$ cat src/rtl/sram_ctrl.sv
// rtl/sram_ctrl.sv - 32-bit load/store front end for a 16-bit asynchronous SRAM
module sram_ctrl #(
    parameter int          WAIT_CYCLES = 3,
    parameter logic [31:0] BASE_ADDR   = 32'd1024
) (
    input  logic        clk,
    input  logic        rst,
    input  logic        mem_read,
    input  logic        mem_write,
    input  logic [31:0] address,
    input  logic [31:0] write_data,
    output logic [31:0] read_data,
    output logic        ready,
    output logic [17:0] sram_addr,
    output logic [15:0] sram_dq_out,
    output logic        sram_dq_oe,
    input  logic [15:0] sram_dq_in,
    output logic        sram_we_n
);

    // Last value of cnt in each half-word phase.
    localparam logic [3:0] LAST = 4'(WAIT_CYCLES - 1);

    typedef enum logic [1:0] {
        IDLE = 2'd0,
        LOW  = 2'd1,
        HIGH = 2'd2,
        DONE = 2'd3
    } state_t;

    state_t      state;
    logic [3:0]  cnt;
    logic        op_read;
    logic [16:0] word;
    logic [31:0] wdata;
    logic [31:0] offset;
    logic        unused_offset_bits;

    // Byte offset into the SRAM window; wraps modulo 2^32 below BASE_ADDR.
    assign offset = address - BASE_ADDR;

    // Byte-lane bits and the part of the offset above the 17-bit word are dropped.
    assign unused_offset_bits = &{offset[31:19], offset[1:0]};

    // Pipeline may advance when nothing is pending or the access is finishing.
    assign ready = ((state == IDLE) && !mem_read && !mem_write) || (state == DONE);

    // Access sequencer: low half-word phase, high half-word phase, one-cycle DONE.
    always_ff @(posedge clk) begin
        if (rst) begin
            state       <= IDLE;
            cnt         <= '0;
            op_read     <= 1'b0;
            word        <= '0;
            wdata       <= '0;
            read_data   <= '0;
            sram_addr   <= '0;
            sram_dq_out <= '0;
            sram_dq_oe  <= 1'b0;
            sram_we_n   <= 1'b1;
        end else begin
            case (state)
                IDLE: begin
                    sram_dq_oe <= 1'b0;
                    sram_we_n  <= 1'b1;
                    if (mem_read || mem_write) begin
                        // Reads win when both requests are raised together.
                        op_read    <= mem_read;
                        word       <= offset[18:2];
                        wdata      <= write_data;
                        cnt        <= '0;
                        state      <= LOW;
                        sram_addr  <= {offset[18:2], 1'b0};
                        sram_dq_oe <= !mem_read;
                        sram_we_n  <= mem_read;
                        if (!mem_read) begin
                            sram_dq_out <= write_data[15:0];
                        end
                    end
                end
                LOW: begin
                    if (cnt == LAST) begin
                        cnt       <= '0;
                        state     <= HIGH;
                        sram_addr <= {word, 1'b1};
                        if (op_read) begin
                            read_data[15:0] <= sram_dq_in;
                        end else begin
                            sram_dq_out <= wdata[31:16];
                        end
                    end else begin
                        cnt       <= cnt + 4'd1;
                        sram_addr <= {word, 1'b0};
                        if (!op_read) begin
                            sram_dq_out <= wdata[15:0];
                        end
                    end
                end
                HIGH: begin
                    if (cnt == LAST) begin
                        cnt        <= '0;
                        state      <= DONE;
                        sram_dq_oe <= 1'b0;
                        sram_we_n  <= 1'b1;
                        if (op_read) begin
                            read_data[31:16] <= sram_dq_in;
                        end
                    end else begin
                        cnt       <= cnt + 4'd1;
                        sram_addr <= {word, 1'b1};
                        if (!op_read) begin
                            sram_dq_out <= wdata[31:16];
                        end
                    end
                end
                DONE: begin
                    // Requests are ignored here; a held request restarts from IDLE.
                    state      <= IDLE;
                    sram_dq_oe <= 1'b0;
                    sram_we_n  <= 1'b1;
                end
                default: begin
                    state      <= IDLE;
                    sram_dq_oe <= 1'b0;
                    sram_we_n  <= 1'b1;
                end
            endcase
        end
    end

endmodule

$ cat config.mk
export PLATFORM = sky130hd
export DESIGN_NAME = sram_ctrl
export DESIGN_NICKNAME = d
export VERILOG_FILES = /design/src/rtl/sram_ctrl.sv
export SDC_FILE = /design/constraint.sdc
export NUM_CORES = 1
export LEC_CHECK = 0
export ABC_CLOCK_PERIOD_IN_PS = 2700
export BUFFER_PORTS_ARGS = -buffer_cell sky130_fd_sc_hd__buf_2
export CORE_ASPECT_RATIO = 1.2
export CORE_MARGIN = 5
export CORE_UTILIZATION = 52
export CTS_CLUSTER_DIAMETER = 40
export DETAILED_ROUTE_END_ITERATION = 12
export GPL_ROUTABILITY_DRIVEN = 0
export HOLD_SLACK_MARGIN = 0.05
export PLACE_DENSITY = 0.89
export SLEW_MARGIN = 20
export SYNTH_ARGS = -nofsm -noshare
export SYNTH_HDL_FRONTEND = slang
export SYNTH_SLANG_ARGS = --single-unit
$ cat constraint.sdc
create_clock -name clk -period 2.7 [get_ports clk]
set_input_delay 0.405 -clock clk [delete_from_list [all_inputs] [get_ports clk]]
set_output_delay 0.405 -clock clk [all_outputs]
set_load 0.03 [all_outputs]
# Word level (Yosys, flattened, before mapping)
# Index checks and enable logic that the tools add are counted.
[classes] reduce_logical=19 n_addsub=2 mux=24 n_eq_ne=10
[ops] cell="$mux 16" n=6
[ops] cell="$pmux 18 s3" n=1
[ops] cell="$pmux 16 s3" n=1
[ops] cell="$mux 18" n=2
[ops] cell="$sub 19x11->19 const B" n=1
[ops] cell="$reduce_and 3->1" n=4
[ops] cell="$mux 4" n=2
[ops] cell="$ne 2x2->1 const B" n=4
[ops] cell="$pmux 2 s4" n=1
[ops] cell="$pmux 4 s2" n=1
[ops] cell="$mux 2" n=3
[ops] cell="$pmux 1 s3" n=2
[ops] cell="$reduce_and 2->1" n=3
[ops] cell="$reduce_bool 3->1" n=2
[ops] cell="$mux 1" n=5
[ops] cell="$reduce_and 5->1" n=1
[ops] cell="$add 4x1->4 const B" n=1
[ops] cell="$eq 2x2->1 const B" n=2
[ops] cell="$eq 4x2->1 const B" n=1
[ops] cell="$ne 3x3->1 const B" n=1
[ops] cell="$eq 2x1->1 const B" n=1
[ops] cell="$logic_and 1x1->1" n=2
[ops] cell="$logic_not 1->1" n=2
[ops] cell="$logic_not 2->1" n=1
[ops] cell="other kinds (4)" n=5
[word_totals] in_bits=84 word_cells=66 reg_bits=124 out_inout_bits=69

# Longest topological paths before layout
# Gate-level depths: netlist of the first run.
[logic_depth] depth_word=4 ltp_mapped=9

# Least setup slack after synthesis of the first run
# No wires, ideal clock.
[synth_path] path_type="register -> register" from="register state[0]" to="register sram_dq_out[10]" setup_slack_ns=0.793 arrival_ns=1.821 stages_incl_launch_ff=10 required_ns=2.614 period_less_slack_ns=1.907 path_cell_list="dfxtp_1 -> inv_1 -> ha_1 -> buf_4 -> or3b_1 -> o211a_4 -> and2_1 -> buf_6 -> buf_6 -> a211oi_1"
[synth_via] elab_chain_len=3
[synth_rtl] item="from (decl)" line="31" source="state_t state;"
[synth_rtl] item="from (signal assigned)" line="51" source="state <= IDLE;"
[synth_rtl] item="from (signal assigned)" line="72" source="state <= LOW;"
[synth_rtl] item="from (signal assigned)" line="84" source="state <= HIGH;"
[synth_rtl] item="$eq 2x1->1, or another cell as far along" line="62" source="case (state)"
[synth_rtl] item="$ne 3x3->1 (no line), or another cell as far along"
[synth_rtl] item="$reduce_and 5->1 (no line)"
[synth_rtl] item="to (signal assigned)" line="77" source="sram_dq_out <= write_data[15:0];"
[synth_rtl] item="to (signal assigned)" line="89" source="sram_dq_out <= wdata[31:16];"
[synth_rtl] item="to (signal assigned)" line="95" source="sram_dq_out <= wdata[15:0];"
[synth_rtl] item="to (decl)" line="15" source="output logic [15:0] sram_dq_out,"
# Parallel ways exist; a longest one is shown, timed or not.
# A chain may end at the register's enable or synchronous reset.

# Worst setup path after layout of the first run
[layout_path] from="register state[0]" to="output ready"
[layout_via] elab_chain_len=4
[layout_rtl] item="$logic_not 2->1" line="46" source="assign ready = ((state == IDLE) && !mem_read && !mem_write) || (state == DONE);"
[layout_rtl] item="$logic_and 1x1->1 (2 in a row)" line="46"
[layout_rtl] item="$logic_or 1x1->1 (*)" line="46"
[layout_rtl] item="to (decl)" line="13" source="output logic ready,"
# Mark *: on every way between the ends. The rest lies on a longest branch, timed or not.

==> results.txt, run 1 <==
The growth of design area from synthesis to finish is 26.3%. The maximum VDD drop came out at 0.742 mV. The detail-routed net length per standard cell is roughly 17 um. Among all stages on the critical path, the largest delay is contributed by or3b_1. The final clock skew came out at about 0.008 ns. The most common cell in the synthesized netlist is nand2_1. The worst setup path is launched from a flip-flop. The count of unresolved DRC violations after routing came out at 0. The buffer and inverter count on the worst path came out at 2. STA puts the critical path data required time at 2.30 ns. After the first detailed-routing iteration, the DRC count stood at 440. The remaining max-slew budget at the tightest pin is between 20 and 30%. The maximum buffer depth of the clock tree is 2. The number of vias in the routed layout came out at 5040. The global route total overflow is 0.

The count of warnings emitted by yosys came out at 0. The share of the synthesized area in the top cell type came out at between 40% and 50%. The repair_antennas step left the layout with diodes totalling 0. The leakage power figure came out at between 2 and 3 nW. The sequential-to-total area share from yosys stat came out at 47.5%. The half-perimeter wire length after placement came out at around 9600 um. The number of standard cells after synthesis came out at approximately 620. In this run, synthesis inferred 0 flip-flops with an integrated enable. The tree built by TritonCTS fans out to approximately 120 sinks.

The count of unique library cells instantiated by Yosys came out at 45. The final cycle utilization of the critical path came out at 88.5%. The initial core utilization is 52.7%. The count of endpoints failing setup in the final report came out at 0.

The largest net degree at the start of global routing is 55. The layout cell share with drive strength beyond 1 is between 20% and 30%. In the routed layout, each cell is associated on average with a via count of ~5.8. In this run the power density over the cells is between 1000 and 1500 nW/um^2. The class of the worst hold path is in -> reg. TritonCTS built the clock tree. After clock tree synthesis, the clock-pin slew on the worst setup and hold paths is around 0.050 ns. The detail route stage leaves a number of antenna-violating nets equal to 0. The number of inserted filler cells in the final layout is between 700 and 800. The delay contributed by the slowest stage of the critical path is roughly 0.47 ns. The number of iterations in the first detailed-routing pass is 8. The number of global-route vias before repair is between 5k and 6k. The quantity of gates resized following cts is 0. The number of CTS-inserted buffers came out at 17.

The critical path is of the reg -> out type. The number of H-tree branching levels came out at 4. The clock insertion delay at the later pin of the skew report came out at 0.41 ns. The leading register cell type out of synthesis is dfxtp_1. The critical path goes through inv_1, ha_1, or3b_1, nand2b_1, buf_2. The number of buffers inserted for hold repair after clock tree synthesis is 0. The cell family with the largest share of critical-path delay is simple AND/OR/NAND/NOR gates. The final max-slew violation count came out at 0. The total area inside the core boundary comes to about 9900 sq um. The total standard cell area after synthesis is roughly 5200 sq um. The run finished with clean final reports.

In the final timing run, aggregate negative setup slack is 0 ns. The largest area contributor in the synthesized netlist is dfxtp_1. The wire length of the first global-routing pass came out at around 24000 um.

Sorting the synthesized cells by how often they occur yields 149 x nand2_1, 124 x dfxtp_1, 95 x a21oi_1. The full die area is between 10000 and 15000 sq um. Across all hold checks on the routed design, the worst slack comes to 0.229 ns. The tree is rooted in a clkbuf_16. By area the synthesized netlist is led by dfxtp_1 48%, nand2_1 11%, a21oi_1 9.1%, a211oi_1 5.6%, mux2_2 3.5%. At the pin with the least slew margin, the transition time is 1.07 ns.

The register bit total from synthesis is 124. The number of endpoints with negative hold slack in the final report is 0. The count of input and output buffers is ~140. The placed standard-cell area came out at 5970 sq um. The data arrival time of the worst path is between 1.5 and 2 ns. The net count after synthesis is between 700 and 800. The count of boundary I/O pins came out at roughly 150. The maximum clock frequency is between 0.4 and 0.5 GHz. Setup repair after global routing left no endpoint under its margin. The final design area excluding fillers is ~6600 sq um. The worst setup path is captured at an output pin. The number of post-CTS setup repair buffers came out at 0. The setup slack after layout is 0.311 ns.

Of all nets on the critical path, the largest fanout is 9. The synthesized area per cell is 8.43 sq um. In this run the core area contains 40 standard-cell rows.

Global routing used between 20% and 30% of the available tracks across all layers. In the final design database the tool counted a little over 800 nets. Wires add up to about 15000 um. The clock period minus final worst setup slack is 2.39 ns.

The height of the die is ~120 um. Counting flops with an async set or reset pin after synthesis yields a share of 0%. The horizontal die dimension is just over 100 um. The number of antenna violations at the first check in global routing came to 0. The number of max-capacitance violations reported came out at 0. The placement-stage worst setup slack came out at between 0.3 and 0.4 ns.
-- stage by stage --
| stage | power (W) | instances | utilization (%) |
|---|---|---|---|
| after CTS | 0.00804 | 876 | 66.5 |
| after floorplan | 0.00479 | 619 | - |
| final | 0.00802 | 876 | 66.5 |
| after global routing | 0.00845 | 876 | 66.5 |
| after global placement | 0.00548 | 845 | 60.2 |
| after detailed placement | 0.00562 | 845 | 60.2 |
-- registers in the layout, indices dropped and copies added (netlist names) --
name         cells
sram_we_n        1
cnt              4
op_read          1
sram_dq_out     16
sram_addr       18
wdata           32
word            17
read_data       32
state            2
sram_dq_oe       1
-- per-layer routing --
layer,track usage [%],vias up,part of all wire [%]
met5,0,-,0
li1,-,2422,-
met2,41.6,209,51
met4,11.6,0,3.2
met3,4.94,41,6.3
met1,28.0,2368,39
-- cell families (layout without fill, tap and decap cells) --
group / after synthesis / after routing / share of synthesized area, %
buf+inv: 58 / 189 / 4.70
compound gates: 181 / 181 / 22.5
mux: 20 / 20 / 4.22
xor+xnor: 6 / 6 / 1.01
simple gates: 223 / 223 / 18.4
flops: 124 / 124 / 47.5
fa+ha+maj: 7 / 7 / 1.68
-- layout make-up --
cell class	count	area [sq um]	share of cell area [%]
Multi-Input combinational cell	437	2510	38.1
Sequential cell	124	2480	37.7
Timing Repair Buffer	149	778	11.8
Clock buffer	24	492	7.46
Tap cell	126	158	2.39
Clock inverter	7	135	2.05
Inverter	9	33.8	0.512
-- placed cells by master, fill, tap and decap left out, types with 3 or more instances in the layout --
| master | count |
|---|---|
| nand2_1 | 149 |
| buf_2 | 136 |
| dfxtp_1 | 124 |
| a21oi_1 | 95 |
| nor2_1 | 40 |
| a211oi_1 | 39 |
| clkbuf_16 | 17 |
| mux2_2 | 16 |
| a222oi_1 | 16 |
| buf_4 | 13 |
| a22oi_1 | 10 |
| inv_1 | 9 |
| ha_1 | 7 |
| nand3_1 | 6 |
| o21ai_0 | 5 |
| xnor2_1 | 5 |
| nor3_1 | 5 |
| mux2i_1 | 4 |
| a311oi_1 | 4 |
| bufinv_16 | 4 |
| clkbuf_8 | 4 |
| and3_1 | 3 |
| nor2b_1 | 3 |
| a2bb2oi_1 | 3 |
| a32oi_1 | 3 |
| clkbuf_1 | 3 |
| clkinv_2 | 3 |
-- worst register-to-register path: cells and delay by family, from the launching register on --
family,cells,cell delay (ns)
AO/OA/AOI/OAI,2,0.58
adder cells (fa/ha/maj),1,0.37
buffers and inverters,1,0.10
flip-flops,1,0.33
AND/OR/NAND/NOR,2,0.89
-- report_power, final --
part | internal (W) | switching [W]
clock network | 0.00163 | 0.000768
logic | 0.00104 | 0.00201
registers | 0.00229 | 0.000282
total | 0.00496 | 0.00306
-- final timing paths --
path | to | depth (start not counted) | slack, ns | start
worst min register to register | wdata[25] | 2 | 0.45 | wdata[25]
worst max-delay path | ready | 5 | 0.31 | state[0]
worst min-delay path | wdata[22] | 3 | 0.23 | write_data[22]
worst max register to register | sram_dq_out[5] | 6 | 0.34 | state[0]
Power figures use the tool's default switching activity.
==> run 2: changes to the inputs <==
--- a/config.mk
+++ b/config.mk
@@ -14,6 +14,7 @@
 export DETAILED_ROUTE_END_ITERATION = 12
 export GPL_ROUTABILITY_DRIVEN = 0
 export HOLD_SLACK_MARGIN = 0.05
+export MAX_ROUTING_LAYER = met4
 export PLACE_DENSITY = 0.89
 export SLEW_MARGIN = 20
 export SYNTH_ARGS = -nofsm -noshare
==> run 2 against run 1 <==
  * First-iteration DRC count shrank 0.23%
  * Sequential cell count unchanged
  * Wire length hardly changed
  * Register-to-register slack about the same
  * Die area did not move
  * Largest power group unchanged
==> results.txt, run 2 (synthesis results as in run 1) <==
Outcome: complete, no violations (unchanged). The final clock skew came out at 0.0107 ns (was 0.00788 ns). The number of post-CTS setup repair buffers is 0 (unchanged).

The number of sinks handled by clock tree synthesis is 124 (unchanged). The final cycle utilization of the critical path is 89.3% (was 88.5%). The count of boundary I/O pins is 153 (unchanged). The number of endpoints with negative hold slack in the final report is 0 (unchanged). The initial core utilization came to 52.7% (unchanged). The total area of multi-input combinational cells is 2510 sq um (unchanged). The placement row count is 40 (unchanged). The leakage power figure came to 2.78 nW (unchanged). The number of nets at the end of the flow came to 829 (unchanged). The data arrival time of the worst path is 2.01 ns (was 1.98 ns). The height of the die came out at 120 um (unchanged). The number of cells traversed by the worst hold path came to 3 (unchanged). The count of inserted antenna diode cells came out at 0 (unchanged).

The count of input and output buffers came to 137 (unchanged). The placed standard-cell area was 5970 sq um (unchanged). The maximum clock frequency came out at 0.415 GHz (was 0.419 GHz). The core footprint is 9910 sq um (unchanged). The critical path launch point type is a flip-flop (unchanged).

The class of the worst hold path was in -> reg (unchanged). The layout cell share with drive strength beyond 1 is 27.2% (unchanged). The quantity of gates resized following cts is 0 (unchanged). The number of CTS-inserted buffers came out at 17 (unchanged). The worst setup slack for register-to-register paths is 0.33 ns (was 0.34 ns). The number of antenna violations at the first check in global routing is 0 (unchanged).

The number of H-tree branching levels came out at 4 (unchanged). The horizontal die dimension was 101 um (unchanged). The worst setup path startpoint is state[0] (unchanged). The detail-routed net length per standard cell is 16.6 um (about the same). The number of routed nets with antenna violations is 0 (unchanged). The setup total negative slack was 0 ns (unchanged). The overall track demand over capacity in global routing came out at 24.8% (was 24.1%). The worst reg-to-reg path cell count is 6 (unchanged). The origin of the worst min-delay path is write_data[22] (unchanged).

The count of unresolved DRC violations after routing is 0 (unchanged). The growth of design area from synthesis to finish is 26.3% (unchanged). The maximum buffer depth of the clock tree was 2 (unchanged). The detailed router's first-iteration violation count came to 439 (was 440). The CTS root buffer was clkbuf_16 (unchanged).

The full die area came out at 12200 sq um (unchanged). The clock-pin slew on the worst setup and hold paths came out at 0.05 ns (about the same). The total routed wire length on the met1 layer is 5710 um (was 5730 um). The clock insertion delay at the later pin of the skew report came out at 0.42 ns (was 0.41 ns). Largest registers: read_data: 32 flops, wdata: 32 flops, sram_addr: 18 flops (unchanged). The number of max-capacitance violations reported came out at 0 (unchanged).

The highest routed metal layer is met4 (unchanged). The final design area excluding fillers came to 6590 sq um (unchanged). The maximum fanout count along the critical path is 9 (unchanged). The number of vias in the routed layout came out at 5058 (was 5040). The number of inserted filler cells in the final layout came out at 792 (unchanged).

The routed wire length on met3 is 971 um (was 919 um). The amount of wire on met2 after detailed routing is 7450 um (was 7410 um). The area occupied by registers is 2480 sq um (unchanged).

The number of buffers inserted for hold repair after clock tree synthesis is 0 (unchanged). The number of iterations in the first detailed-routing pass is 8 (unchanged). The wire length reported by the detailed router is 14500 um (about the same). The number of global-route vias before repair is 5030 (was 5039). The clock tree from TritonCTS was built (unchanged). The half-perimeter wire length after placement was 9560 um (unchanged). Highest-count cells in the layout ignoring fill and taps: 149 x nand2_1, 136 x buf_2, 124 x dfxtp_1 (unchanged). The capturing point of the worst reg2reg path is sram_dq_out[5] (unchanged). The clock period minus final worst setup slack came out at 2.41 ns (was 2.39 ns). The wire length of the first global-routing pass is 23700 um (about the same). The largest net degree at the start of global routing is 55 (unchanged).

The global route total overflow came out at 0 (unchanged). The data required time of the critical path came to 2.30 ns (about the same). The remaining max-slew budget at the tightest pin is 28.3% (was 28.2%). The ratio of routed vias to standard cells is 5.77 (was 5.75).

The critical path endpoint category is an output pin (unchanged). The count of endpoints failing setup in the final report came out at 0 (unchanged). The final max-slew violation count came out at 0 (unchanged). The pin slew with the least headroom to its limit came to 1.07 ns (about the same). The areal power density over the cells came out at 1220 nW/um^2 (about the same). Unrepaired setup endpoints after global routing: no (unchanged). The maximum VDD drop is 0.745 mV (was 0.742 mV). The most common library cell in the layout ignoring fill and taps is nand2_1 (unchanged). The destination of the worst hold path is wdata[22] (unchanged).

The classification of the worst setup path was reg -> out (unchanged). The worst flop-to-flop path startpoint is state[0] (unchanged).
-- run 2: cell counts in the layout (fill, tap and decap cells not counted) --
No cell type changed its count.
-- run 2: layer usage --
| metal | track usage [%] | vias to the layer above |
|---|---|---|
| met4 | 11.9 | 0 |
| met3 | 4.53 | 38 |
| li1 | - | 2416 |
| met1 | 28.2 | 2387 |
| met2 | 41.6 | 217 |
| met5 | - | - |
-- run 2: stage by stage --
step	setup WS (ns)	utilization (%)	hold WS, ns	total power (W)	instances
global route	0.164	66.5	0.228	0.00845	876
floorplan	0.793	-	0.434	0.00479	619
CTS	0.295	66.5	0.217	0.00804	876
detailed placement	0.374	60.2	0.446	0.00562	845
global placement	0.478	60.2	0.438	0.00548	845
finish	0.289	66.5	0.223	0.00802	876
-- run 2: cell type report --
| class | instances | area share [%] |
|---|---|---|
| tap | 126 | 2.39 |
| clock inverter | 7 | 2.05 |
| multi-input combinational | 437 | 38.1 |
| clock buffer | 24 | 7.46 |
| sequential | 124 | 37.7 |
| timing repair buffer | 149 | 11.8 |
| inverter | 9 | 0.512 |
-- run 2: worst max-delay path by stage --
stage	slack [ns]	to	depth (start not counted)
after floorplan	0.79	sram_dq_out[10]	9
after global placement	0.48	sram_dq_out[7]	6
after detailed placement	0.37	sram_dq_out[5]	6
after CTS	0.30	ready	5
after global routing	0.16	sram_dq_out[5]	6
final	0.29	ready	5
-- run 2: report_power, final --
| part | internal [W] | leakage [nW] | switching [W] | total (W) |
|---|---|---|---|---|
| clock | 0.00163 | 0.310 | 0.000770 | 0.00240 |
| sequential | 0.00229 | 1.02 | 0.000281 | 0.00257 |
| combinational | 0.00104 | 1.46 | 0.00201 | 0.00305 |
-- run 2: worst max-delay path: stages, from the launching register on --
cell      delay [ns]
dfxtp_1         0.32
inv_1           0.10
ha_1            0.37
or3b_1          0.48
nand2b_1        0.10
buf_2           0.21
